File: src/rtl/load_store_unit.sv
`default_nettype none
// =============================================================================
// load_store_unit : RV32 load/store sequencer in front of D_memory.
// Optional MISALIGN_SPLIT_EN splits word-crossing misaligned accesses in two.
// Revision: 1.0
// =============================================================================

package controls;
  typedef enum logic [2:0] {LB, LH, LW, LBU, LHU, SB, SH, SW} mem_op;
endpackage

module load_store_unit
  import controls::*;
#(
  parameter int ADDR_BITS = 32,
  parameter int WORD_SIZE = 32,
  parameter int RD_LAT    = 1
) (
  input  logic                 clk,
  input  logic                 rst_n,
  input  logic                 req_valid,
  output logic                 req_ready,
  input  mem_op                req_op,
  input  logic [ADDR_BITS-1:0] req_addr,
  input  logic [WORD_SIZE-1:0] req_wdata,
  output logic                 mem_req,
  output logic                 mem_we,
  output logic [ADDR_BITS-1:0] mem_addr,
  output logic [3:0]           mem_be,
  output logic [WORD_SIZE-1:0] mem_wdata,
  input  logic [WORD_SIZE-1:0] mem_rdata,
  output logic                 resp_valid,
  output logic [WORD_SIZE-1:0] resp_rdata,
  output logic                 resp_err
);

  localparam logic [1:0] c_wait_init = 2'(RD_LAT - 1);

  typedef enum logic [2:0] {
    IDLE = 3'd0,
    ACC0 = 3'd1,
    ACC1 = 3'd2,
    WAIT = 3'd3,
    RESP = 3'd4
  } state_t;

  function automatic logic [2:0] op_bytes(input mem_op op);
    case (op)
      LB, LBU, SB: op_bytes = 3'd1;
      LH, LHU, SH: op_bytes = 3'd2;
      default:     op_bytes = 3'd4;
    endcase
  endfunction

  function automatic logic is_store(input mem_op op);
    return (op == SB) || (op == SH) || (op == SW);
  endfunction

  state_t               r_state, w_next;
  mem_op                r_op;
  logic [ADDR_BITS-1:0] r_addr;
  logic [WORD_SIZE-1:0] r_wdata;
  logic                 r_split, r_second;
  logic [1:0]           r_cnt;
  logic [WORD_SIZE-1:0] r_lo;

  logic [2:0] w_req_bytes;
  logic       w_req_misal, w_req_bad, w_req_split;

  assign w_req_bytes = op_bytes(req_op);
  assign w_req_misal = ((w_req_bytes == 3'd2) && req_addr[0]) ||
                       ((w_req_bytes == 3'd4) && (req_addr[1:0] != 2'b00));

`ifdef MISALIGN_SPLIT_EN
  logic w_req_cross;
  assign w_req_cross = (({1'b0, req_addr[1:0]} + w_req_bytes) > 3'd4);
  assign w_req_bad   = 1'b0;
  assign w_req_split = w_req_misal && w_req_cross;
`else
  assign w_req_bad   = w_req_misal;
  assign w_req_split = 1'b0;
`endif

  // Access fields come from the live request on the first access, else from the held copy
  logic                   w_first, w_load_mem, w_capture, w_r_store;
  mem_op                  w_src_op;
  logic [ADDR_BITS-1:0]   w_src_addr, w_acc_addr;
  logic [WORD_SIZE-1:0]   w_src_wdata, w_src_wmask, w_acc_wdata;
  logic [7:0]             w_be8;
  logic [3:0]             w_acc_be;
  logic [2*WORD_SIZE-1:0] w_wd64;

  assign w_first     = (r_state == IDLE);
  assign w_src_op    = w_first ? req_op : r_op;
  assign w_src_addr  = w_first ? req_addr : r_addr;
  assign w_src_wdata = w_first ? req_wdata : r_wdata;
  assign w_r_store   = is_store(r_op);

  always_comb begin
    w_be8       = 8'h0F;
    w_src_wmask = w_src_wdata;
    case (op_bytes(w_src_op))
      3'd1: begin
        w_be8       = 8'h01;
        w_src_wmask = {{(WORD_SIZE-8){1'b0}}, w_src_wdata[7:0]};
      end
      3'd2: begin
        w_be8       = 8'h03;
        w_src_wmask = {{(WORD_SIZE-16){1'b0}}, w_src_wdata[15:0]};
      end
      default: ;
    endcase
    w_be8 = w_be8 << w_src_addr[1:0];
  end

  assign w_wd64      = {{WORD_SIZE{1'b0}}, w_src_wmask} << {w_src_addr[1:0], 3'b000};
  assign w_acc_addr  = {w_src_addr[ADDR_BITS-1:2], 2'b00} + (w_first ? '0 : ADDR_BITS'(4));
  assign w_acc_be    = !is_store(w_src_op) ? 4'hF : (w_first ? w_be8[3:0] : w_be8[7:4]);
  assign w_acc_wdata = !is_store(w_src_op) ? '0 :
                       (w_first ? w_wd64[WORD_SIZE-1:0] : w_wd64[2*WORD_SIZE-1:WORD_SIZE]);

  // Load merge: the low word is the held first read on a split, else the current read
  logic [WORD_SIZE-1:0] w_lo, w_rd, w_ext;
  assign w_lo = r_second ? r_lo : mem_rdata;
  assign w_rd = WORD_SIZE'({mem_rdata, w_lo} >> {r_addr[1:0], 3'b000});

  always_comb begin
    w_ext = w_rd;
    case (r_op)
      LB:      w_ext = {{(WORD_SIZE-8){w_rd[7]}}, w_rd[7:0]};
      LH:      w_ext = {{(WORD_SIZE-16){w_rd[15]}}, w_rd[15:0]};
      LBU:     w_ext = {{(WORD_SIZE-8){1'b0}}, w_rd[7:0]};
      LHU:     w_ext = {{(WORD_SIZE-16){1'b0}}, w_rd[15:0]};
      default: w_ext = w_rd;
    endcase
  end

  always_comb begin
    w_next     = r_state;
    w_load_mem = 1'b0;
    w_capture  = 1'b0;
    case (r_state)
      IDLE: begin
        if (req_valid) begin
          if (w_req_bad) begin
            w_next = RESP;
          end else begin
            w_next     = ACC0;
            w_load_mem = 1'b1;
          end
        end
      end
      ACC0: begin
        if (!w_r_store) begin
          w_next = WAIT;
        end else if (r_split) begin
          w_next     = ACC1;
          w_load_mem = 1'b1;
        end else begin
          w_next = RESP;
        end
      end
      ACC1: w_next = w_r_store ? RESP : WAIT;
      WAIT: begin
        if (r_cnt == 2'd0) begin
          w_capture = 1'b1;
          if (r_split && !r_second) begin
            w_next     = ACC1;
            w_load_mem = 1'b1;
          end else begin
            w_next = RESP;
          end
        end
      end
      RESP:    w_next = IDLE;
      default: w_next = IDLE;
    endcase
  end

  always_ff @(posedge clk or negedge rst_n) begin
    if (!rst_n) begin
      r_state    <= IDLE;
      r_op       <= LB;
      r_addr     <= '0;
      r_wdata    <= '0;
      r_split    <= 1'b0;
      r_second   <= 1'b0;
      r_cnt      <= 2'd0;
      r_lo       <= '0;
      mem_we     <= 1'b0;
      mem_addr   <= '0;
      mem_be     <= 4'h0;
      mem_wdata  <= '0;
      resp_rdata <= '0;
      resp_err   <= 1'b0;
    end else begin
      r_state <= w_next;
      if (r_state == IDLE && req_valid) begin
        r_op     <= req_op;
        r_addr   <= req_addr;
        r_wdata  <= req_wdata;
        r_split  <= w_req_split;
        r_second <= 1'b0;
      end
      if (w_next == ACC1) r_second <= 1'b1;
      if (w_load_mem) begin
        mem_we    <= is_store(w_src_op);
        mem_addr  <= w_acc_addr;
        mem_be    <= w_acc_be;
        mem_wdata <= w_acc_wdata;
      end
      if (w_next == WAIT && r_state != WAIT) r_cnt <= c_wait_init;
      else if (r_state == WAIT && r_cnt != 2'd0) r_cnt <= r_cnt - 2'd1;
      if (w_capture && !r_second) r_lo <= mem_rdata;
      // Response payload is live only during RESP
      if (r_state == RESP) begin
        resp_rdata <= '0;
        resp_err   <= 1'b0;
      end else if (w_next == RESP) begin
        resp_err   <= (r_state == IDLE);
        resp_rdata <= (r_state == WAIT) ? w_ext : '0;
      end
    end
  end

  assign req_ready  = (r_state == IDLE);
  assign mem_req    = (r_state == ACC0) || (r_state == ACC1);
  assign resp_valid = (r_state == RESP);

endmodule

`default_nettype wire

File: config.mk
export PLATFORM = sky130hd
export DESIGN_NAME = load_store_unit
export DESIGN_NICKNAME = d
export VERILOG_FILES = /design/src/rtl/load_store_unit.sv
export SDC_FILE = /design/constraint.sdc
export NUM_CORES = 1
export LEC_CHECK = 0
export BUFFER_PORTS_ARGS = -buffer_cell sky130_fd_sc_hd__clkbuf_2
export CORE_MARGIN = 3
export CORE_UTILIZATION = 63
export CTS_BUF_LIST = sky130_fd_sc_hd__clkbuf_8
export CTS_CLUSTER_SIZE = 24
export DETAILED_ROUTE_END_ITERATION = 10
export PLACE_DENSITY_LB_ADDON = 0.2
export SLEW_MARGIN = 20
export SYNTH_ARGS = -nofsm -noshare
export SYNTH_HDL_FRONTEND = slang
export SYNTH_SLANG_ARGS = --single-unit
File: constraint.sdc
create_clock -name clk -period 8 [get_ports clk]
set_clock_uncertainty 0.2 [all_clocks]
set_input_delay 0.8 -clock clk [delete_from_list [all_inputs] [get_ports clk]]
set_output_delay 0.8 -clock clk [all_outputs]
set_load 0.02 [all_outputs]
==> flow_metrics.py, run 1 <==
metrics = {
    "placed_design": {
        "placed_cell_area_mm2": 0.01230,
        "hpwl_um": 22090,
        "gp_congestion": 0.9416,
        "portBuffers": 204,
    },
    "synth": {
        "postSynthAreaPerCell_um2": 9.483,
        "synthArstFlopShare_pct": 100.0,
        "synth_top_area_share_pct": 45.66,
        "synth-seq-area-share_pct": 45.66,
        "synth_cell_types": 60,
        "syn-instance-count": 1179,
        "synth_area_leaders": "dfrtp_1 46%, nand2_1 10%, mux2i_1 5.7%, mux4_2 5.2%, mux2_2 5.0%",
        "yosysWarningCount": 0,
        "yosysTopAreaCell": "dfrtp_1",
        "netlist_area_mm2": 0.01118,
        "synth-edff-count": 0,
        "synth_seq_cells": 204,
        "synthFlopType": "dfrtp_1",
    },
    "finish": {
        "nFillCells": 1289,
        "layout-drive-gt1-share_pct": 25.98,
        "nets": 1459,
        "syn2layout_area_growth_pct": 16.44,
        "n_antenna_cell": 0,
        "stdcell_area_mm2": 0.01302,
    },
    "sta": {
        "post-route-min-period_ps": 4126,
        "maxSlewViolCount": 0,
        "worst_pin_slew_ps": 1007,
        "finalSetupViolCount": 0,
        "rsz0062_at_grt": "no",
        "fmax_mhz": 242.4,
        "hold_viol": 0,
        "whs_ps": 129.5,
        "period_share_pct": 51.57,
        "tns_ps": 0,
        "relSlewSlack_pct": 32.86,
    },
    "floorplanning": {
        "placementRows": 48,
        "core_mm2": 0.01736,
        "die_h_um": 139.2,
        "die_w_um": 139.2,
        "initial_utilization_pct": 64.42,
        "dieArea_mm2": 0.01938,
        "io_pins": 207,
    },
    "setup_path": {
        "cp_data_arrival_time_ps": 4320,
        "crit_chain": "or3_4 > inv_2 > buf_4 > o211ai_1 > nand2_1 > ha_1 > nor2_1 > o21ai_0 > a32oi_1 > o21ai_0",
        "critPathMostFrequentCell": "o21ai_0",
        "worst-path-max-fanout": 73,
        "critPathTopFamily": "simple AND/OR/NAND/NOR gates",
        "cp_slowest_cell": "or3_4",
        "path_buf_inv": 2,
        "cp_data_required_time_ps": 8190,
        "end_kind": "flop",
        "cp-start-kind": "flop",
        "slowest_delay_ps": 690,
        "crit_type": "reg2reg",
    },
    "drt": {
        "drtAntennaViolNets": 0,
        "avgRoutedWirePerCell_um": 19.84,
        "drt-pass1-iter-count": 7,
        "totalWireLength_um": 31800,
        "drt_iter0_markers": 948,
        "drc": 0,
        "vias": 10101,
        "viasPerCell": 6.301,
    },
    "clocking": {
        "clk_pin_slew_worst_paths_ps": 60,
        "insertion_delay_ps": 530,
        "ctsHtreeMaxLevel": 2,
        "cts_hold_buf": 0,
        "clock-sinks": 204,
        "cts_tree": "built",
        "root_buffer": "clkbuf_8",
        "numCtsBuffers": 37,
        "cts-resized-gates": 0,
        "cts_buffer_depth": 3,
        "post-cts-setup-buffers": 0,
    },
    "power_and_ir_drop": {
        "combPwrFrac_pct": 48.9,
        "leakagePower_nw": 6.356,
        "p_seq_share_pct": 33.5,
        "power_mw": 5.476,
        "pwr-share-clk_pct": 17.5,
        "peakVddDrop_mv": 0.2193,
        "p_sw_share_pct": 44.95,
        "power_density_mw_per_mm2": 420.6,
        "switching_power_mw": 2.461,
        "internal_power_mw": 3.015,
    },
    "grt": {
        "antenna_found_initial": 1,
        "grt.overflow.total": 0,
        "grt_pass1_wl_um": 50960,
        "grt_max_degree": 98,
        "grt_pass1_vias": 9693,
        "track_usage_pct": 32.43,
    },
    "job": {
        "maxCapViolations": 0,
    },
    "run_status": {
        "status": "completed",
    },
    "worst_hold_path": {
        "min-delay-path-class": "in2async",
    },
}
[cells in the final DEF, fill, tap and decap left out, types with 7 or more instances in the layout]
| cell type | Yosys | layout |
|---|---|---|
| nor3_1 | 8 | 8 |
| and2_1 | 8 | 8 |
| xnor2_1 | 12 | 12 |
| nand2_1 | 306 | 305 |
| clkbuf_2 | 0 | 203 |
| mux4_2 | 26 | 26 |
| dfrtp_1 | 204 | 203 |
| nor2b_1 | 12 | 12 |
| nor2_1 | 45 | 43 |
| buf_4 | 2 | 14 |
| inv_1 | 14 | 27 |
| a21oi_1 | 40 | 40 |
| o21ai_0 | 85 | 85 |
| and3_1 | 7 | 7 |
| mux2_2 | 50 | 50 |
| nand4_1 | 7 | 7 |
| o211a_1 | 7 | 7 |
| a211oi_1 | 18 | 17 |
| nand3_1 | 29 | 29 |
| nand2b_1 | 19 | 19 |
| a32oi_1 | 11 | 11 |
| a22o_1 | 11 | 11 |
| mux2i_1 | 64 | 64 |
| o2bb2ai_1 | 24 | 24 |
| clkbuf_8 | 0 | 48 |
| o31ai_1 | 9 | 8 |
[power by group through the flow]
stage               clock network (mW)  logic (mW)  registers [mW]
global placement                     0        2.57            1.82
finish                           0.960        2.68            1.84
floorplan                            0        1.71            1.96
global route                      1.02        2.92            1.89
detailed placement                   0        2.64            1.84
CTS                              0.968        2.66            1.83
[layer usage]
metal	share of wire (%)	track usage, %	wire length [um]
met3	9.4	7.388	2984
met4	3.6	11.95	1144
met2	46	50.18	14730
met5	0.15	0	48
met1	41	45.45	12890
[final timing paths]
path / slack [ps] / from / cells after the start / endpoint
setup / recovery: 3870 / r_state[0] / 10 / mem_wdata[25]
min in group clk: 280 / r_wdata[13] / 2 / r_wdata[13]
hold reg to reg: 280 / r_wdata[13] / 2 / r_wdata[13]
setup reg to reg: 3870 / r_state[0] / 10 / mem_wdata[25]
hold / removal: 130 / rst_n / 1 / resp_rdata[20]
max in group asynchronous: 6090 / rst_n / 2 / mem_wdata[18]
[kinds of logic (layout without fill, tap and decap cells)]
group / Yosys count / in the layout / share of synthesized area [%]
AND/OR/NAND/NOR: 463 / 463 / 17.95
AO/OA/AOI/OAI: 252 / 252 / 15.12
flip-flops: 204 / 204 / 45.66
multiplexers: 140 / 140 / 16.00
buffers and inverters: 99 / 297 / 3.536
XOR/XNOR: 16 / 16 / 1.253
adder cells (fa/ha/maj): 4 / 4 / 0.4476
other: 1 / 2 / 0.03354
[state kept, by name (all words and copies together), names as in the netlist]
name and flops:
r_wdata 31, r_lo 32, r_addr 32, r_cnt 2, resp_rdata 32, r_op 3, r_state 3, r_second 1
mem_addr 30, resp_err 1, mem_be 4, mem_wdata 32, mem_we 1
[layout make-up]
class	instances	area [um^2]	share of cell area, %
sequential	204	5106	39.22
multi-input combinational	877	5723	43.96
clock buffer	47	646.9	4.969
tap	225	281.5	2.162
timing repair buffer	218	1135	8.717
inverter	15	56.30	0.4325
clock inverter	17	70.07	0.5382
[worst register-to-register path: stages, from the launching register on]
cell,delay (ps)
dfrtp_1,430
or3_4,690
inv_2,180
buf_4,680
o211ai_1,230
nand2_1,130
ha_1,340
nor2_1,520
o21ai_0,260
a32oi_1,250
o21ai_0,90
[through the flow]
stage | cells | worst slack, ps | util (%)
after detailed placement | 1539 | 3872 | 70.88
after floorplan | 1180 | 3619 | -
final | 1603 | 3874 | 75.01
after CTS | 1603 | 4003 | 75.01
after global placement | 1539 | 3944 | 70.88
after global routing | 1603 | 3601 | 75.01
[synth_stat cells, drive strengths merged (3+ instances only)]
| cell | instances |
|---|---|
| a211oi | 18 |
| a21o | 6 |
| a21oi | 40 |
| a221oi | 4 |
| a222oi | 6 |
| a22o | 11 |
| a22oi | 4 |
| a32o | 3 |
| a32oi | 11 |
| and2 | 8 |
| and3 | 7 |
| and4 | 6 |
| buf | 24 |
| clkbuf | 60 |
| dfrtp | 204 |
| ha | 4 |
| inv | 14 |
| mux2 | 50 |
| mux2i | 64 |
| mux4 | 26 |
| nand2 | 306 |
| nand2b | 19 |
| nand3 | 29 |
| nand4 | 7 |
| nor2 | 45 |
| nor2b | 12 |
| nor3 | 8 |
| nor4 | 3 |
| o211a | 7 |
| o211ai | 3 |
| o21a | 3 |
| o21ai | 86 |
| o22ai | 4 |
| o2bb2ai | 24 |
| o31ai | 9 |
| or3 | 4 |
| xnor2 | 12 |
| xor2 | 4 |
No activity file was read; power rests on OpenSTA's default activity.
==> inputs of run 2 (changes only) <==
--- a/config.mk
+++ b/config.mk
@@ -5,9 +5,10 @@
 export SDC_FILE = /design/constraint.sdc
 export NUM_CORES = 1
 export LEC_CHECK = 0
+export ABC_AREA = 1
 export BUFFER_PORTS_ARGS = -buffer_cell sky130_fd_sc_hd__clkbuf_2
 export CORE_MARGIN = 3
-export CORE_UTILIZATION = 63
+export CORE_UTILIZATION = 59
 export CTS_BUF_LIST = sky130_fd_sc_hd__clkbuf_8
 export CTS_CLUSTER_SIZE = 24
 export DETAILED_ROUTE_END_ITERATION = 10
==> constraint.sdc (replaced) <==
create_clock -name clk -period 3.83 [get_ports clk]
set_clock_uncertainty 0.2 [all_clocks]
set_input_delay 0.383 -clock clk [delete_from_list [all_inputs] [get_ports clk]]
set_output_delay 0.383 -clock clk [all_outputs]
set_load 0.02 [all_outputs]
==> run 2 against run 1 <==
  * Final cell count up 45%
  * Combinational power grew to 2.9 times the previous value
  * Sequential power grew 100%
  * Sequential cell count increased by 1
  * Register-to-register slack got worse by 3300 ps
  * First-iteration DRC count rose by 27%
  * Via count is 29% higher
  * Hold slack got worse by 88 ps
  * Die area grew 15%
  * Sequential share of layout area decreased by 4.7 points
  * Synthesized cell count rose by 51%
  * Cell area grew 14%
  * Largest cell class unchanged
==> flow_metrics.py, run 2 <==
metrics = {
    "run_status": {
        "status": "completed",
    },
    "sta": {
        "post-route-min-period_ps": 3304,
        "relSlewSlack_pct": 32.11,
        "maxSlewViolCount": 0,
        "whs_ps": 41.87,
        "finalSetupViolCount": 0,
        "tns_ps": 0,
        "rsz0062_at_grt": "no",
        "setup_slack_ps": 526.4,
        "hold_viol": 0,
        "fmax_mhz": 302.7,
        "period_share_pct": 86.26,
        "worst_pin_slew_ps": 1018,
    },
    "synth": {
        "synth-edff-count": 0,
        "yosysWarningCount": 0,
        "synthArstFlopShare_pct": 100.0,
        "synth_cell_types": 42,
        "synth_top_area_share_pct": 42.35,
        "postSynthAreaPerCell_um2": 6.816,
        "netlist_area_mm2": 0.01211,
        "synthFlopType": "dfrtp_1",
        "synthTopCellsByCount": "693 x nand2_1, 205 x dfrtp_1, 174 x o21ai_0",
        "synth-seq-area-share_pct": 42.35,
        "synth_seq_cells": 205,
        "syn-instance-count": 1777,
        "synth_area_leaders": "dfrtp_1 42%, nand2_1 21%, o21ai_0 7.2%, nand3_1 5.5%, inv_1 4.7%",
        "synth_most_common_cell": "nand2_1",
        "yosysTopAreaCell": "dfrtp_1",
    },
    "setup_path": {
        "crit_type": "reg2reg",
        "end_kind": "flop",
        "startpoint": "r_state[0]",
        "worst-path-max-fanout": 109,
        "cp-start-kind": "flop",
        "cp_data_required_time_ps": 4050,
        "r2r-start": "r_state[0]",
        "cp_data_arrival_time_ps": 3520,
    },
    "placed_design": {
        "placed_cells": 2165,
        "gp_congestion": 0.9649,
        "pre_cts_ws_ps": 611.9,
        "portBuffers": 204,
        "hpwl_um": 27300,
    },
    "power_and_ir_drop": {
        "combPwrFrac_pct": 57.2,
        "power_density_mw_per_mm2": 927.4,
        "pwr-share-clk_pct": 15.5,
        "peakVddDrop_mv": 0.5781,
        "leakagePower_nw": 8.020,
        "internal_power_mw": 6.637,
        "p_sw_share_pct": 51.88,
        "p_seq_share_pct": 27.3,
        "switching_power_mw": 7.155,
    },
    "drt": {
        "viasPerCell": 5.624,
        "drc": 0,
        "drt_iter0_markers": 1204,
        "vias": 13060,
        "drt-pass1-iter-count": 6,
        "drtAntennaViolNets": 0,
        "totalWireLength_um": 40620,
        "avgRoutedWirePerCell_um": 17.50,
    },
    "grt": {
        "grt.overflow.total": 0,
        "track_usage_pct": 35.87,
        "grt_pass1_vias": 12186,
        "antenna_found_initial": 1,
        "grt_pass1_wl_um": 63490,
        "grt_max_degree": 112,
    },
    "floorplanning": {
        "placementRows": 51,
        "core_mm2": 0.01985,
        "io_pins": 207,
        "initial_utilization_pct": 61.04,
        "dieArea_mm2": 0.02229,
        "die_h_um": 149.3,
        "die_w_um": 149.3,
    },
    "finish": {
        "ff_latch_area_mm2": 0.005131,
        "n_antenna_cell": 0,
        "mostFrequentLayoutCells": "692 x nand2_1, 204 x dfrtp_1, 203 x clkbuf_2",
        "nFillCells": 1542,
        "final_common_cell": "nand2_1",
        "layout-drive-gt1-share_pct": 15.85,
        "nets": 2138,
        "syn2layout_area_growth_pct": 22.77,
        "multi_input_area_mm2": 0.005881,
        "final_cells": 2322,
    },
    "clocking": {
        "cts-resized-gates": 0,
        "ctsHtreeMaxLevel": 2,
        "cts_tree": "built",
        "post-cts-setup-buffers": 0,
        "clk_pin_slew_worst_paths_ps": 60,
        "numCtsBuffers": 36,
        "root_buffer": "clkbuf_8",
        "clock-sinks": 205,
        "insertion_delay_ps": 530,
        "cts_buffer_depth": 3,
    },
    "worst_hold_path": {
        "min-delay-path-class": "in2reg",
        "hold_start": "mem_rdata[7]",
    },
    "job": {
        "maxCapViolations": 0,
    },
}
## run 2: cell count changes after synthesis, moves of 18 or more
cell,change
a211oi_1,-18
buf_2,+31
nand3_1,+104
inv_1,+138
mux2_2,-49
mux4_2,-26
mux2i_1,-63
o2bb2ai_1,-23
nand2b_1,-19
nor2_1,+31
o21ai_1,+79
o21ai_0,+89
nand2_1,+387
## run 2: critical path, cell delays in order (launching register included)
cell and delay (ps):
dfrtp_1 420, nor2_4 70, nand2_4 150, buf_4 800, nand2_1 120, nand2_1 130, ha_1 250, nand2_1 70
nor2_1 310, nand2_2 170, nor2_4 160, nand2_1 70, nand2_1 60, nand2_1 40, nand2_1 50, nand2_1 60
## run 2: per-stage QoR
stage               power [mW]  cell area, um^2  util [%]
detailed placement       11.34            13170     66.36
global placement         11.23            13170     66.36
CTS                      13.59            14870     74.93
global route             14.77            14870     74.93
finish                   13.79            14870     74.93
floorplan                9.120            12120         -
## run 2: kinds of logic after synthesis
logic type               count (synthesis)  synth area share (%)
buffers and inverters                  269                 9.193
AND/OR/NAND/NOR                        956                 32.54
adder cells (fa/ha/maj)                  4                0.4132
other                                    1               0.03096
multiplexers                             2                0.1756
XOR/XNOR                                 5                0.3615
AO/OA/AOI/OAI                          335                 14.94
flip-flops                             205                 42.35
## run 2: worst paths after layout
path                                  end  cells past startpoint  slack, ps
max in group asynchronous  resp_rdata[10]                      3       2220
setup / recovery             mem_addr[30]                     15        530
hold reg to reg              mem_addr[20]                      2        280
min in group asynchronous        r_lo[27]                      2        250
hold / removal                    r_lo[7]                      3         40
setup reg to reg             mem_addr[30]                     15        530
## run 2: repair_timing
item                                   in CTS  in global routing
endpoints found under the hold margin     164                  0
setup endpoints to repair                   0                  0
hold buffers                               94                  0
## run 2: layout make-up
cell class	count	area share (%)
inverter	165	4.165
clock buffer	49	4.535
sequential	205	34.51
tap	265	2.230
timing repair buffer	320	14.45
clock inverter	14	0.5722
multi-input combinational	1304	39.55
## run 2: metal layers
| metal | routed length [um] | GRT usage, % |
|---|---|---|
| met1 | 16620 | 48.94 |
| met2 | 18460 | 56.28 |
| met3 | 3676 | 6.472 |
| met4 | 1850 | 16.11 |
| met5 | 20 | 0 |
## run 2: power by group through the flow
stage	clock, mW	sequential, mW	combinational [mW]
2_1_floorplan	0	4.14	4.98
4_1_cts	2.16	3.74	7.69
6_report	2.13	3.77	7.89
3_3_place_gp	0	3.74	7.48
5_1_grt	2.24	3.86	8.68
3_5_place_dp	0	3.76	7.58
